<file path="config.mk">
export PLATFORM = sky130hd
export DESIGN_NAME = mdu_seq
export DESIGN_NICKNAME = d
export VERILOG_FILES = /design/src/rtl/mdu_seq.sv
export SDC_FILE = /design/constraint.sdc
export NUM_CORES = 1
export LEC_CHECK = 0
export ABC_AREA = 0
export CAP_MARGIN = 20
export CELL_PAD_IN_SITES_DETAIL_PLACEMENT = 0
export CELL_PAD_IN_SITES_GLOBAL_PLACEMENT = 1
export CORE_MARGIN = 3
export CORE_UTILIZATION = 45
export DETAILED_ROUTE_END_ITERATION = 8
export GPL_ROUTABILITY_DRIVEN = 0
export PLACE_DENSITY = 0.9
export SLEW_MARGIN = 40
export SYNTH_ARGS = -nofsm -noshare
export SYNTH_HDL_FRONTEND = slang
export SYNTH_SLANG_ARGS = --single-unit
</file>
<file path="constraint.sdc">
create_clock -name i_clk -period 8.9 [get_ports i_clk]
set_input_delay 1.78 -clock i_clk [delete_from_list [all_inputs] [get_ports i_clk]]
set_output_delay 1.78 -clock i_clk [all_outputs]
set_load 0.01 [all_outputs]
</file>
<file path="src/rtl/mdu_seq.sv">
// Multi-cycle multiply/divide sequencer (mult, multu, div, divu into HI/LO), one bit per cycle.
// Optional MDU_EARLY_TERM_EN: multiplies leave ITER once the remaining multiplier bits are all zero.
module mdu_seq #(
`ifdef PRJ1_FPGA_IMPL
    parameter int DATA_WIDTH = 4
`else
    parameter int DATA_WIDTH = 32
`endif
) (
    input  logic                  i_clk,
    input  logic                  i_rst,
    input  logic                  i_start,
    input  logic [1:0]            i_op,
    input  logic [DATA_WIDTH-1:0] i_a,
    input  logic [DATA_WIDTH-1:0] i_b,
    output logic                  o_busy,
    output logic                  o_done,
    output logic [DATA_WIDTH-1:0] o_hi,
    output logic [DATA_WIDTH-1:0] o_lo,
    output logic                  o_div_zero
);
    localparam int W  = DATA_WIDTH;
    localparam int CW = $clog2(W);
    localparam logic [CW-1:0]  LAST    = CW'(W - 1);
    localparam logic [CW-1:0]  CNT_ONE = CW'(1);
    localparam logic [W-1:0]   ONE_W   = W'(1);
    localparam logic [2*W-1:0] ONE_2W  = (2*W)'(1);

    typedef enum logic [2:0] {
        S_IDLE,
        S_LOAD,
        S_ITER,
        S_FIX,
        S_DONE
    } state_t;

    state_t           r_state;
    state_t           w_next;

    logic [1:0]       r_op;
    logic [W-1:0]     r_a_raw;
    logic [W-1:0]     r_b_raw;
    logic [W-1:0]     r_opnd;
    logic [2*W-1:0]   r_acc;
    logic [CW-1:0]    r_cnt;
    logic             r_sign_q;
    logic             r_sign_r;
    logic [W-1:0]     r_hi;
    logic [W-1:0]     r_lo;
    logic             r_div_zero;
`ifdef MDU_EARLY_TERM_EN
    logic [W-1:0]     r_mplier;
`endif

    logic             w_accept;
    logic             w_is_div;
    logic             w_is_signed;
    logic             w_div_by_zero;
    logic [W-1:0]     w_abs_a;
    logic [W-1:0]     w_abs_b;
    logic [W:0]       w_sum;
    logic [2*W-1:0]   w_mul_next;
    logic [W:0]       w_part;
    logic             w_ge;
    logic [W-1:0]     w_diff;
    logic [2*W-1:0]   w_div_next;
    logic             w_iter_last;
    logic [2*W-1:0]   w_prod;
    logic [2*W-1:0]   w_prod_fix;
    logic [W-1:0]     w_quot_fix;
    logic [W-1:0]     w_rem_fix;

    assign w_accept      = i_start && ((r_state == S_IDLE) || (r_state == S_DONE));
    assign w_is_div      = r_op[1];
    assign w_is_signed   = r_op[0];
    assign w_div_by_zero = w_is_div && (r_b_raw == '0);

    assign w_abs_a = (w_is_signed && r_a_raw[W-1]) ? (~r_a_raw + ONE_W) : r_a_raw;
    assign w_abs_b = (w_is_signed && r_b_raw[W-1]) ? (~r_b_raw + ONE_W) : r_b_raw;

    // Multiply step: conditional add into the upper half, then shift {carry,acc} right.
    assign w_sum      = {1'b0, r_acc[2*W-1:W]} + (r_acc[0] ? {1'b0, r_opnd} : '0);
    assign w_mul_next = {w_sum, r_acc[W-1:1]};

    // Restoring divide step: the bit shifted out of rem takes part in the trial subtract.
    assign w_part     = r_acc[2*W-1:W-1];
    assign w_ge       = (w_part >= {1'b0, r_opnd});
    assign w_diff     = w_part[W-1:0] - r_opnd;
    assign w_div_next = w_ge ? {w_diff, r_acc[W-2:0], 1'b1} : {r_acc[2*W-2:0], 1'b0};

`ifdef MDU_EARLY_TERM_EN
    assign w_iter_last = (r_cnt == LAST) || (!w_is_div && ((r_mplier >> 1) == '0));
    assign w_prod      = r_acc >> (LAST - r_cnt);
`else
    assign w_iter_last = (r_cnt == LAST);
    assign w_prod      = r_acc;
`endif

    assign w_prod_fix = r_sign_q ? (~w_prod + ONE_2W) : w_prod;
    assign w_quot_fix = r_sign_q ? (~r_acc[W-1:0] + ONE_W) : r_acc[W-1:0];
    assign w_rem_fix  = r_sign_r ? (~r_acc[2*W-1:W] + ONE_W) : r_acc[2*W-1:W];

    assign o_hi       = r_hi;
    assign o_lo       = r_lo;
    assign o_div_zero = r_div_zero;

    always_ff @(posedge i_clk or posedge i_rst) begin
        if (i_rst) begin
            r_state <= S_IDLE;
        end else begin
            r_state <= w_next;
        end
    end

    always_comb begin
        w_next = r_state;
        o_busy = 1'b0;
        o_done = 1'b0;
        case (r_state)
            S_IDLE: begin
                if (i_start) begin
                    w_next = S_LOAD;
                end
            end
            S_LOAD: begin
                o_busy = 1'b1;
                w_next = w_div_by_zero ? S_FIX : S_ITER;
            end
            S_ITER: begin
                o_busy = 1'b1;
                if (w_iter_last) begin
                    w_next = S_FIX;
                end
            end
            S_FIX: begin
                o_busy = 1'b1;
                w_next = S_DONE;
            end
            S_DONE: begin
                o_done = 1'b1;
                w_next = i_start ? S_LOAD : S_IDLE;
            end
            default: begin
                w_next = S_IDLE;
            end
        endcase
    end

    // Operands are captured with start; the counter holds on the last iteration so FIX knows k-1.
    always_ff @(posedge i_clk or posedge i_rst) begin
        if (i_rst) begin
            r_op       <= '0;
            r_a_raw    <= '0;
            r_b_raw    <= '0;
            r_opnd     <= '0;
            r_acc      <= '0;
            r_cnt      <= '0;
            r_sign_q   <= 1'b0;
            r_sign_r   <= 1'b0;
            r_hi       <= '0;
            r_lo       <= '0;
            r_div_zero <= 1'b0;
`ifdef MDU_EARLY_TERM_EN
            r_mplier   <= '0;
`endif
        end else begin
            if (w_accept) begin
                r_op    <= i_op;
                r_a_raw <= i_a;
                r_b_raw <= i_b;
            end
            case (r_state)
                S_LOAD: begin
                    r_sign_q <= w_is_signed && (r_a_raw[W-1] ^ r_b_raw[W-1]);
                    r_sign_r <= w_is_signed && r_a_raw[W-1];
                    r_cnt    <= '0;
                    r_opnd   <= w_is_div ? w_abs_b : w_abs_a;
                    r_acc    <= {{W{1'b0}}, (w_is_div ? w_abs_a : w_abs_b)};
`ifdef MDU_EARLY_TERM_EN
                    r_mplier <= w_abs_b;
`endif
                end
                S_ITER: begin
                    r_acc <= w_is_div ? w_div_next : w_mul_next;
                    r_cnt <= w_iter_last ? r_cnt : (r_cnt + CNT_ONE);
`ifdef MDU_EARLY_TERM_EN
                    r_mplier <= r_mplier >> 1;
`endif
                end
                S_FIX: begin
                    if (w_div_by_zero) begin
                        r_hi       <= r_a_raw;
                        r_lo       <= '1;
                        r_div_zero <= 1'b1;
                    end else if (w_is_div) begin
                        r_hi       <= w_rem_fix;
                        r_lo       <= w_quot_fix;
                        r_div_zero <= 1'b0;
                    end else begin
                        r_hi       <= w_prod_fix[2*W-1:W];
                        r_lo       <= w_prod_fix[W-1:0];
                        r_div_zero <= 1'b0;
                    end
                end
                default: begin
                end
            endcase
        end
    end

endmodule

</file>
After elaboration in Yosys (flattened, before gate mapping) --
Cells that the tools add are included.
Operators by class: $add $sub $neg 8, $lt $le $gt $ge 1, eq/ne operators 8, mux-type cells 25, bitwise logic cells 6, reduce and logical (&&, ||, !) cells 12
Operators by type and width (number):
- $mux W32 | 11
- $mux W64 | 3
- $add A32 B1 Y32 const B | 4
- $not A32 Y32 | 4
- $pmux W64 S2 | 1
- $add A64 B1 Y64 const B | 1
- $not A64 Y64 | 1
- $add A32 B32 Y33 | 1
- $ge A33 B32 Y1 | 1
- $logic_not A32 Y1 | 1
- $sub A32 B32 Y32 | 1
- $pmux W3 S5 | 1
- $pmux W5 S2 | 1
- $eq A3 B2 Y1 const B | 2
- $mux W3 | 2
- $ne A2 B2 Y1 const B | 3
- $add A5 B1 Y5 const B | 1
- $eq A5 B5 Y1 const B | 1
- $logic_and A1 B1 Y1 | 5
- $mux W1 | 5
- $mux W5 | 1
- $reduce_and A2 Y1 | 2
- $eq A3 B1 Y1 const B | 1
- $eq A3 B3 Y1 const B | 1
- 5 further kinds | 5
Word-level totals: register bits after elaboration 237, output and inout port bits 67, word-level logic and storage cells 72

Depth between registers and ports, before layout --
Gate-level depths: netlist (run 1).
depth after elaboration 5, depth in mapped cells 14, gate-level depth less buffers 13

Worst setup path after synthesis (run 1) --
Ideal clock, no wire load.
path type register -> register, start reg r_acc[0], end reg r_acc[63], setup time 122 ps, data arrival time 3122 ps, required time 8778 ps, setup slack 5656 ps, cell stages (with the launch flop) 13, path buffers 1, clock period less this slack 3244 ps, cell sequence dfrtp_1 inv_1 clkbuf_1 nor2_1 ha_1 or4_1 o22a_1 a31oi_1 o211ai_1 a31o_2 a21oi_1 o211ai_1 a32o_1
On the way: longest elaborated chain between the ends 4
RTL lines:
- from (decl) | RTL line 44 | logic [2*W-1:0] r_acc;
- from (signal assigned) | RTL line 178 | r_acc <= {{W{1'b0}}, (w_is_div ? w_abs_a : w_abs_b)};
- from (signal assigned) | RTL line 184 | r_acc <= w_is_div ? w_div_next : w_mul_next;
- $mux W32 | RTL line 82 | assign w_sum = {1'b0, r_acc[2*W-1:W]} + (r_acc[0] ? {1'b0, r_opnd} : '0);
- $add A32 B32 Y33 | RTL line 82
- $mux W64 | RTL line 184
- $pmux W64 S2 | RTL line 172 | case (r_state)
No other way between the ends. A chain may end at the register's enable or synchronous reset.

Worst setup path after layout (run 1) --
start reg r_acc[40], end reg r_acc[51]
On the way: longest elaborated chain between the ends 4
RTL lines:
- $sub A32 B32 Y32 / $ge A33 B32 Y1 (equally long branches) | RTL line 88, 87
- $mux W64 | RTL line 89 | assign w_div_next = w_ge ? {w_diff, r_acc[W-2:0], 1'b1} : {r_acc[2*W-2:0], 1'b0};
- $mux W64 * | RTL line 184
- $pmux W64 S2 * | RTL line 172
Mark *: on every way between the ends. The rest lies on a longest branch, timed or not.

==> impl_metrics.csv, run 1 <==
group,metric,value,unit
floorplan,placementRows,70,
drt,drt_first_pass_iters,5,
cts,cts_made_buffers,27,
sta,period_share,46.6,%
sta,tightest_slew,0.806,ns
sta,timing.fmax,241,MHz
cts,cts_resized,0,
sta,slew_headroom,45.5,%
outcome,status,"finished clean",
grt,grt_max_degree,95,
synthesis,async_flop_share,100,%
run,maxCapViolations,0,
floorplan,placeableCoreArea,37100,um2
drt,final_antenna_net_count,0,
sta,rsz0062_at_grt,"false",
drt,drc_errors,0,
critical_path,cp.arrival,4.56,ns
final_layout,final_nets,2229,
synthesis,ys.flop_type,"dfrtp_1",
sta,clock_skew,0.0157,ns
synthesis,synthCells,2035,
placed_design,place.detailed.hpwl,42400,um
cts,cts_max_path_buffers,3,
sta,finalSetupViolCount,0,
power,vdd_drop_max,0.176,mV
drt,wire_per_inst,21.9,um
synthesis,synth_enable_flop_cells,0,
synthesis,ys_types,82,
floorplan,die_h,201,um
cts,clock_sinks,237,
synthesis,seq_area_frac_synth,34.5,%
cts,tritoncts,"yes",
critical_path,crit_fanout,29,
cts,htreeDepth,1,
grt,grt_usage,27.4,%
synthesis,syn_area,17200,um2
cts,clkSlewWorstSetupHoldPaths,0.06,ns
floorplan,die_w,201,um
cts,post_cts_buffers,0,
synthesis,synthTopCellsByArea,"dfrtp_1 (35%), o21ai_0 (5.5%), nand2_1 (5.1%), ha_1 (5.1%), xnor2_1 (5.1%)",
placed_design,io_buffer_count,135,
synthesis,synth_top_area_share,34.5,%
synthesis,synth_nets,2176,
grt,grt_first_pass_wirelength,88700,um
drt,drt_iter0_markers,1665,
floorplan,io_pins,136,
floorplan,die_area,40500,um2
final_layout,layout_common_cells,"dfrtp_1 (236), nand2_1 (234), o21ai_0 (188)",
hold_path,hp-class,"register to register",
final_layout,syn2layout_area_growth,15.0,%
power,leakage,8.28,nW
cts,cts_hold_buf,0,
grt,antenna_found_initial,0,
drt,routed_wl,57300,um
floorplan,initial_core_util,46.2,%
final_layout,final_common_cell,"dfrtp_1",
final_layout,antennaDiodeCount,0,
synthesis,synth_seq_cells,237,
sta,drv_slew,0,
cts,cts_root_buffer,"clkbuf_16",
sta,fin_crit,4.15,ns
critical_path,critPathCaptureType,"register",
grt,grt_pass1_vias,15100,
sta,timing.hold.ws,0.485,ns
sta,fin_tns_setup,0,ns
drt,avgViaCountPerCell,6.17,
drt,vias,16100,
grt,grt_overflow,0,
synthesis,yosysWarnings,0,
synthesis,syn_area_per_cell,8.44,um2
final_layout,drive_gt1_share,7.35,%
synthesis,yosysTopAreaCell,"dfrtp_1",
cts,clk_latency,0.57,ns
sta,report.final.hold_viol_count,0,
critical_path,required,9.31,ns
critical_path,crit_type,"register to register",
critical_path,critPathLaunchType,"register",
power,power.density,446,nW/um2
[power breakdown]
part	internal, mW	switching [mW]
Clock	0.674	0.479
Sequential	1.58	0.766
Combinational	2.18	3.13
Total	4.43	4.37
[cells by family (layout without fill, tap and decap cells)]
group           count (synthesis)  after routing  share of synthesized area, %
flops                         237            237                          34.5
mux                           116            116                          7.23
buf+inv                       199            272                          4.58
fa+ha+maj                      72             72                          5.34
xor+xnor                      164            164                          8.37
simple gates                  625            625                          17.0
compound gates                622            622                          22.9
[routing by layer]
layer  share of wire, %  track usage [%]  up-vias
met5                  0                0        -
met1                 43             38.8     7735
li1                   -                -     7465
met2                 43             41.8      794
met3                9.5             5.76      111
met4                3.8             9.22        0
[synthesized netlist by cell type (all sizes together), types with 5 or more instances]
cell    instances
o22a           16
o22ai           6
inv            68
or3            15
o211ai         21
nand3          35
nor4           16
o31a            8
a32o            5
xnor2          99
nand4          14
nor2b          14
o41ai          11
mux2           64
and2           12
clkbuf        105
nor3           37
o31ai          21
o21bai          5
or4            15
a311oi          5
mux2i          52
a21o           25
a32oi           5
ha             70
o21ai         196
xor2           65
o221ai         34
nand3b          6
dfrtp         237
nand2         236
a21oi         163
nand2b         11
nor2          175
o21a           10
and3           17
a211oi         15
a31oi          35
buf            25
[sequential cells by signal, indices dropped and copies added, names as in the netlist]
signal / flops
r_a_raw: 32
o_div_zero: 1
r_sign_r: 1
r_state: 3
r_sign_q: 1
o_lo: 32
o_hi: 32
r_opnd: 32
r_b_raw: 32
r_acc: 64
r_cnt: 5
r_op: 2
[per-stage QoR]
stage                     std cells  power [mW]  area, um2  setup slack (ns)  utilization, %
after floorplan                2035        5.81      17200             0.617               -
after global placement         2561        7.38      18800              4.67            50.6
after detailed placement       2563        7.51      18800              4.85            50.7
after CTS                      2612        8.68      19700              4.85            53.1
after global routing           2612        9.40      19700              4.49            53.2
final                          2612        8.81      19700              4.75            53.2
[worst paths after layout]
path                            startpoint    endpoint  slack [ns]  cells after the start
worst max-delay path             r_acc[40]   r_acc[51]        4.75                     11
min in group asynchronous            i_rst    o_lo[11]        1.71                      2
worst max register to register   r_acc[40]   r_acc[51]        4.75                     11
worst min register to register  r_opnd[12]  r_opnd[12]        0.48                      2
worst min-delay path            r_opnd[12]  r_opnd[12]        0.48                      2
max in group asynchronous            i_rst     r_op[1]        5.94                      3
[worst max-delay path, cell delays in order (launching register included)]
cell      delay, ns
dfrtp_1        0.47
ha_1           0.37
a21o_1         0.20
a21oi_1        0.44
o211ai_1       0.16
o21ai_1        0.33
o22ai_1        0.27
a311oi_4       0.68
buf_4          0.46
mux2_2         0.38
mux2i_1        0.13
o21ai_0        0.09
[final cells by class]
class | instances | area [um2]
clock buffers | 38 | 747
clock inverters | 11 | 150
fillers | 3505 | 17400
inverters | 69 | 267
multi-input cells | 1599 | 10500
flip-flops and latches | 237 | 5930
well taps | 504 | 631
repair buffers | 154 | 1520
(Power assumes the default switching activity.)
==> inputs of run 2 (changes only) <==
==> constraint.sdc (replaced) <==
create_clock -name i_clk -period 4.3 [get_ports i_clk]
set_input_delay 0.86 -clock i_clk [delete_from_list [all_inputs] [get_ports i_clk]]
set_output_delay 0.86 -clock i_clk [all_outputs]
set_load 0.01 [all_outputs]
==> impl_metrics.csv, run 2 (synthesis gave the netlist of run 1 again) <==
group,metric,value,unit
sta,fin_tns_setup,0,ns
grt,grt_usage,28.0,%
sta,fin_crit,4.00,ns
critical_path,critPathCapture,"r_acc[60]",
critical_path,slowest_stage,"a2111oi_0",
cts,tritoncts,"yes",
floorplan,die_area,40500,um2
drt,drt_first_pass_iters,6,
cts,htreeDepth,1,
cts,cts_max_path_buffers,3,
cts,cts_hold_buf,0,
cts,clock_sinks,237,
grt,grt_pass1_vias,15500,
cts,cts_resized,0,
power,power.density,930,nW/um2
placed_design,place.detailed.hpwl,44400,um
final_layout,drive_gt1_share,8.74,%
final_layout,final_nets,2258,
critical_path,critPathLaunchType,"register",
drt,final_antenna_net_count,0,
sta,period_share,93.0,%
critical_path,worst-path-stages,12,
critical_path,required,4.75,ns
drt,avgViaCountPerCell,6.21,
grt,antenna_found_initial,0,
run,maxCapViolations,0,
cts,post_cts_buffers,0,
critical_path,timing.rr.end,"r_acc[60]",
cts,cts_root_buffer,"clkbuf_16",
placed_design,dp.cells,2590,
critical_path,crit_type,"register to register",
critical_path,worstPathCellList,"inv_1 -> buf_4 -> nor2_1 -> ha_1 -> a2111oi_0 -> a311o_1 -> o41ai_1 -> a211oi_1 -> nor3_1 -> xor2_1 -> o221ai_1 -> o21ai_0",
critical_path,r2r-start,"r_acc[0]",
grt,grt_overflow,0,
final_layout,largest-register,"r_acc",
cts,cts_made_buffers,29,
critical_path,slowest_delay,0.63,ns
critical_path,crit_buf_inv,2,
drt,drc_errors,0,
final_layout,final_common_cell,"dfrtp_1",
sta,drv_slew,0,
sta,timing.fmax,250,MHz
drt,drt_iter0_markers,1774,
sta,report.final.hold_viol_count,0,
drt,wire_per_inst,22.2,um
grt,grt_max_degree,156,
cts,clkSlewWorstSetupHoldPaths,0.06,ns
critical_path,r2r_slack,0.30,ns
critical_path,ff2ff_path_depth,12,
outcome,status,"finished clean",
placed_design,io_buffer_count,135,
drt,vias,16400,
final_layout,syn2layout_area_growth,17.3,%
sta,slew_headroom,48.1,%
critical_path,cp.arrival,4.45,ns
sta,rsz0062_at_grt,"false",
floorplan,die_h,201,um
floorplan,placeableCoreArea,37100,um2
drt,routed_wl,58800,um
floorplan,die_w,201,um
floorplan,io_pins,136,
power,fin_total_pwr,18.7,mW
critical_path,critPathCaptureType,"register",
final_layout,largest_reg_flops,64,
critical_path,crit_start,"r_acc[0]",
hold_path,holdCritStartpoint,"r_opnd[26]",
final_layout,antennaDiodeCount,0,
final_layout,fin_util,54.2,%
critical_path,critical-path-top-delay-family,"compound AO/OA/AOI/OAI gates",
hold_path,hp-class,"register to register",
cts,clk_latency,0.58,ns
sta,finalSetupViolCount,0,
power,vdd_drop_max,0.431,mV
sta,clock_skew,0.0264,ns
floorplan,placementRows,70,
critical_path,crit_fanout,17,
power,leakage,8.50,nW
sta,timing.hold.ws,0.481,ns
hold_path,hold_path_depth,1,
final_layout,layout_common_cells,"dfrtp_1 (236), nand2_1 (235), o21ai_0 (188)",
sta,tightest_slew,0.779,ns
final_layout,fin_cells,2644,
grt,grt_first_pass_wirelength,90600,um
floorplan,initial_core_util,46.2,%
## run 2: changes by cell type in the layout (fill, tap and decap cells not counted), moves of 2 or more
cell,delta
buf_6,-4
buf_4,+23
clkbuf_8,+2
clkinv_4,+2
buf_12,+6
clkbuf_16,+2
clkbuf_1,-3
## run 2: per-stage QoR
stage                     cell area [um2]  worst slack (ns)
after floorplan                     17200             0.334
after global placement              19100             0.524
after detailed placement            19100             0.472
after CTS                           20100             0.478
after global routing                20100             0.197
final                               20100             0.299
## run 2: worst min-delay path by stage
| stage | slack, ns | to |
|---|---|---|
| after floorplan | 0.45 | r_opnd[14] |
| final | 0.48 | r_opnd[26] |
| after CTS | 0.49 | r_opnd[26] |
| after global placement | 0.46 | o_div_zero |
| after detailed placement | 0.47 | r_opnd[26] |
| after global routing | 0.50 | o_hi[14] |
## run 2: final cells by class
class | count | area (um2)
fillers | 3465 | 17000
well taps | 504 | 631
clock inverters | 15 | 198
repair buffers | 181 | 1810
inverters | 69 | 263
multi-input cells | 1599 | 10500
flip-flops and latches | 237 | 5930
clock buffers | 39 | 813
## run 2: routing by layer
metal,track usage [%],vias up,share of wire [%]
li1,-,7523,-
met1,39.8,7895,43
met2,42.6,869,43
met3,4.82,143,9.7
met4,10.5,0,4.5
met5,0,-,0
## run 2: where the power goes
part | internal, mW | leakage, nW | switching (mW)
clock | 1.57 | 0.494 | 1.03
combinational | 4.63 | 5.09 | 6.78
sequential | 3.28 | 2.92 | 1.44
total | 9.48 | 8.50 | 9.25
==> inputs of run 3 (changes only) <==
--- a/config.mk
+++ b/config.mk
@@ -5,15 +5,15 @@
 export SDC_FILE = /design/constraint.sdc
 export NUM_CORES = 1
 export LEC_CHECK = 0
-export ABC_AREA = 0
+export ABC_AREA = 1
 export CAP_MARGIN = 20
 export CELL_PAD_IN_SITES_DETAIL_PLACEMENT = 0
 export CELL_PAD_IN_SITES_GLOBAL_PLACEMENT = 1
 export CORE_MARGIN = 3
-export CORE_UTILIZATION = 45
+export CORE_UTILIZATION = 43
 export DETAILED_ROUTE_END_ITERATION = 8
 export GPL_ROUTABILITY_DRIVEN = 0
-export PLACE_DENSITY = 0.9
+export PLACE_DENSITY = 0.91
 export SLEW_MARGIN = 40
 export SYNTH_ARGS = -nofsm -noshare
 export SYNTH_HDL_FRONTEND = slang
==> impl_metrics.csv, run 3 <==
group,metric,value,unit
sta,tightest_slew,0.842,ns
synthesis,synth_top_area_share,29.0,%
placed_design,io_buffer_count,135,
final_layout,drive_gt1_share,3.58,%
drt,routed_wl,80600,um
cts,cts_hold_buf,0,
synthesis,yosysTopAreaCell,"dfrtp_1",
floorplan,die_h,224,um
final_layout,syn2layout_area_growth,13.6,%
final_layout,final_nets,3556,
synthesis,synthTopCellsByArea,"dfrtp_1 (29%), nand2_1 (21%), nand3_1 (8.6%), inv_1 (8.3%), nor2_1 (6.5%)",
critical_path,crit_type,"register to register",
sta,report.final.hold_viol_count,0,
cts,cts_max_path_buffers,3,
power,leakage,11.8,nW
critical_path,critPathCapture,"r_state[0]",
synthesis,yosysWarnings,0,
floorplan,placeableCoreArea,46800,um2
critical_path,cp.arrival,3.68,ns
drt,avgViaCountPerCell,5.52,
grt,grt_first_pass_wirelength,121000,um
floorplan,initial_core_util,43.7,%
drt,drt_iter0_markers,2862,
sta,drv_slew,0,
drt,drc_errors,0,
synthesis,seq_area_frac_synth,29.0,%
final_layout,layout_common_cells,"nand2_1 (1149), inv_1 (450), nor2_1 (352)",
cts,cts_made_buffers,29,
critical_path,critPathCaptureType,"register",
floorplan,die_area,50100,um2
synthesis,ys.flop_type,"dfrtp_1",
power,power.density,889,nW/um2
floorplan,placementRows,79,
sta,rsz0062_at_grt,"false",
synthesis,synthCells,3349,
critical_path,r2r-start,"r_b_raw[0]",
critical_path,required,4.80,ns
final_layout,largest_reg_flops,64,
cts,tritoncts,"yes",
power,vdd_drop_max,0.717,mV
critical_path,critPathLaunchType,"register",
critical_path,ff2ff_path_depth,10,
final_layout,largest-register,"r_acc",
synthesis,synth_nets,3490,
floorplan,die_w,224,um
sta,timing.fmax,314,MHz
placed_design,placed_cell_area,22200,um2
sta,fin_crit,3.19,ns
critical_path,r2r_slack,1.11,ns
synthesis,synth.most_common_cell,"nand2_1",
sta,timing.hold.ws,0.484,ns
placed_design,place.detailed.hpwl,63700,um
sta,finalSetupViolCount,0,
sta,fin_tns_setup,0,ns
grt,grt_overflow,0,
outcome,status,"finished clean",
synthesis,ys_types,48,
drt,wire_per_inst,19.9,um
cts,htreeDepth,1,
critical_path,timing.rr.end,"r_state[0]",
synthesis,ys_top_cells_by_count,"nand2_1 (1149), inv_1 (452), nor2_1 (355), nand3_1 (350), dfrtp_1 (237)",
sta,clock_skew,0.0316,ns
cts,clock_sinks,237,
grt,antenna_found_initial,2,
cts,cts_root_buffer,"clkbuf_16",
final_layout,final_common_cell,"nand2_1",
synthesis,async_flop_share,100,%
grt,grt_pass1_vias,20300,
critical_path,crit_fanout,28,
run,maxCapViolations,0,
critical_path,crit_start,"r_b_raw[0]",
synthesis,syn_area_per_cell,6.10,um2
cts,clk_latency,0.59,ns
drt,vias,22300,
drt,final_antenna_net_count,0,
final_layout,design_area,23200,um2
sta,period_share,74.2,%
grt,grt_usage,31.2,%
sta,slew_headroom,43.9,%
cts,post_cts_buffers,0,
drt,drt_first_pass_iters,8,
cts,cts_resized,0,
hold_path,hp-class,"register to register",
cts,clkSlewWorstSetupHoldPaths,0.06,ns
grt,grt_max_degree,145,
floorplan,io_pins,136,
synthesis,synth_seq_cells,237,
synthesis,syn_area,20400,um2
synthesis,synth_enable_flop_cells,0,
## run 3: changes by cell type after synthesis, sizes merged, moves of 28 or more
cell	previous run	this run
nand3	35	355
a21oi	163	69
nand2	236	1157
o211ai	21	49
clkbuf	105	75
mux2i	52	0
o221ai	34	5
nor2	175	371
xnor2	99	19
inv	68	461
mux2	64	0
## run 3: worst min-delay path by stage
stage                   from       end  slack (ns)  cells after the start
finish              o_hi[22]  o_hi[22]        0.48                      2
global route        r_cnt[2]  r_cnt[2]        0.50                      1
CTS                 r_cnt[2]  r_cnt[2]        0.48                      1
detailed placement  o_hi[22]  o_hi[22]        0.47                      2
global placement    o_hi[21]  o_hi[21]        0.46                      2
floorplan           r_cnt[2]  r_cnt[2]        0.45                      1
## run 3: layout make-up
class	instances	area [um2]
Fill cell	4925	23500
Multi-Input combinational cell	2531	12200
Sequential cell	237	5930
Inverter	463	1750
Timing Repair Buffer	153	1570
Clock buffer	42	825
Tap cell	607	759
Clock inverter	10	138
Antenna cell	2	5.00
## run 3: routing by layer
metal | GRT usage [%] | vias to the layer above | wire [um]
met5 | 0 | - | 10
met4 | 13.2 | 2 | 4050
met3 | 6.88 | 189 | 8530
met2 | 45.8 | 1159 | 33700
met1 | 44.3 | 10200 | 34300
li1 | - | 10800 | -
## run 3: power breakdown
part / leakage, nW / internal, mW / switching, mW
Clock: 0.472 / 1.50 / 1.04
Sequential: 2.94 / 3.27 / 1.44
Combinational: 8.40 / 4.22 / 9.16
## run 3: cells by family (layout without fill, tap and decap cells)
logic type	count (synthesis)	in the layout	share of synthesized area [%]
other cells	0	2	0
xor+xnor	89	89	3.82
fa+ha+maj	72	72	4.48
buf+inv	581	668	11.2
compound gates	388	388	11.1
flops	237	237	29.0
simple gates	1982	1982	40.4
## run 3: per-stage QoR
step                util, %  std cells  power [mW]  setup WS, ns
global placement       47.6       3991        17.6          1.28
CTS                    49.6       4043        20.2          1.23
detailed placement     47.6       3991        17.6          1.23
finish                 49.6       4045        20.6          1.11
global route           49.6       4043        22.1         0.957
floorplan                 -       3349        13.1         0.334
## run 3: worst max-delay path: stages (launching register included)
cell and delay, ns:
dfrtp_1 0.36, inv_1 0.12, ha_1 0.20, nand3_2 0.12, nor2_2 0.19, nand3_1 0.18, nor2_2 0.16, nand3_2 0.62
inv_2 0.71, nand2_1 0.23, a21oi_1 0.18
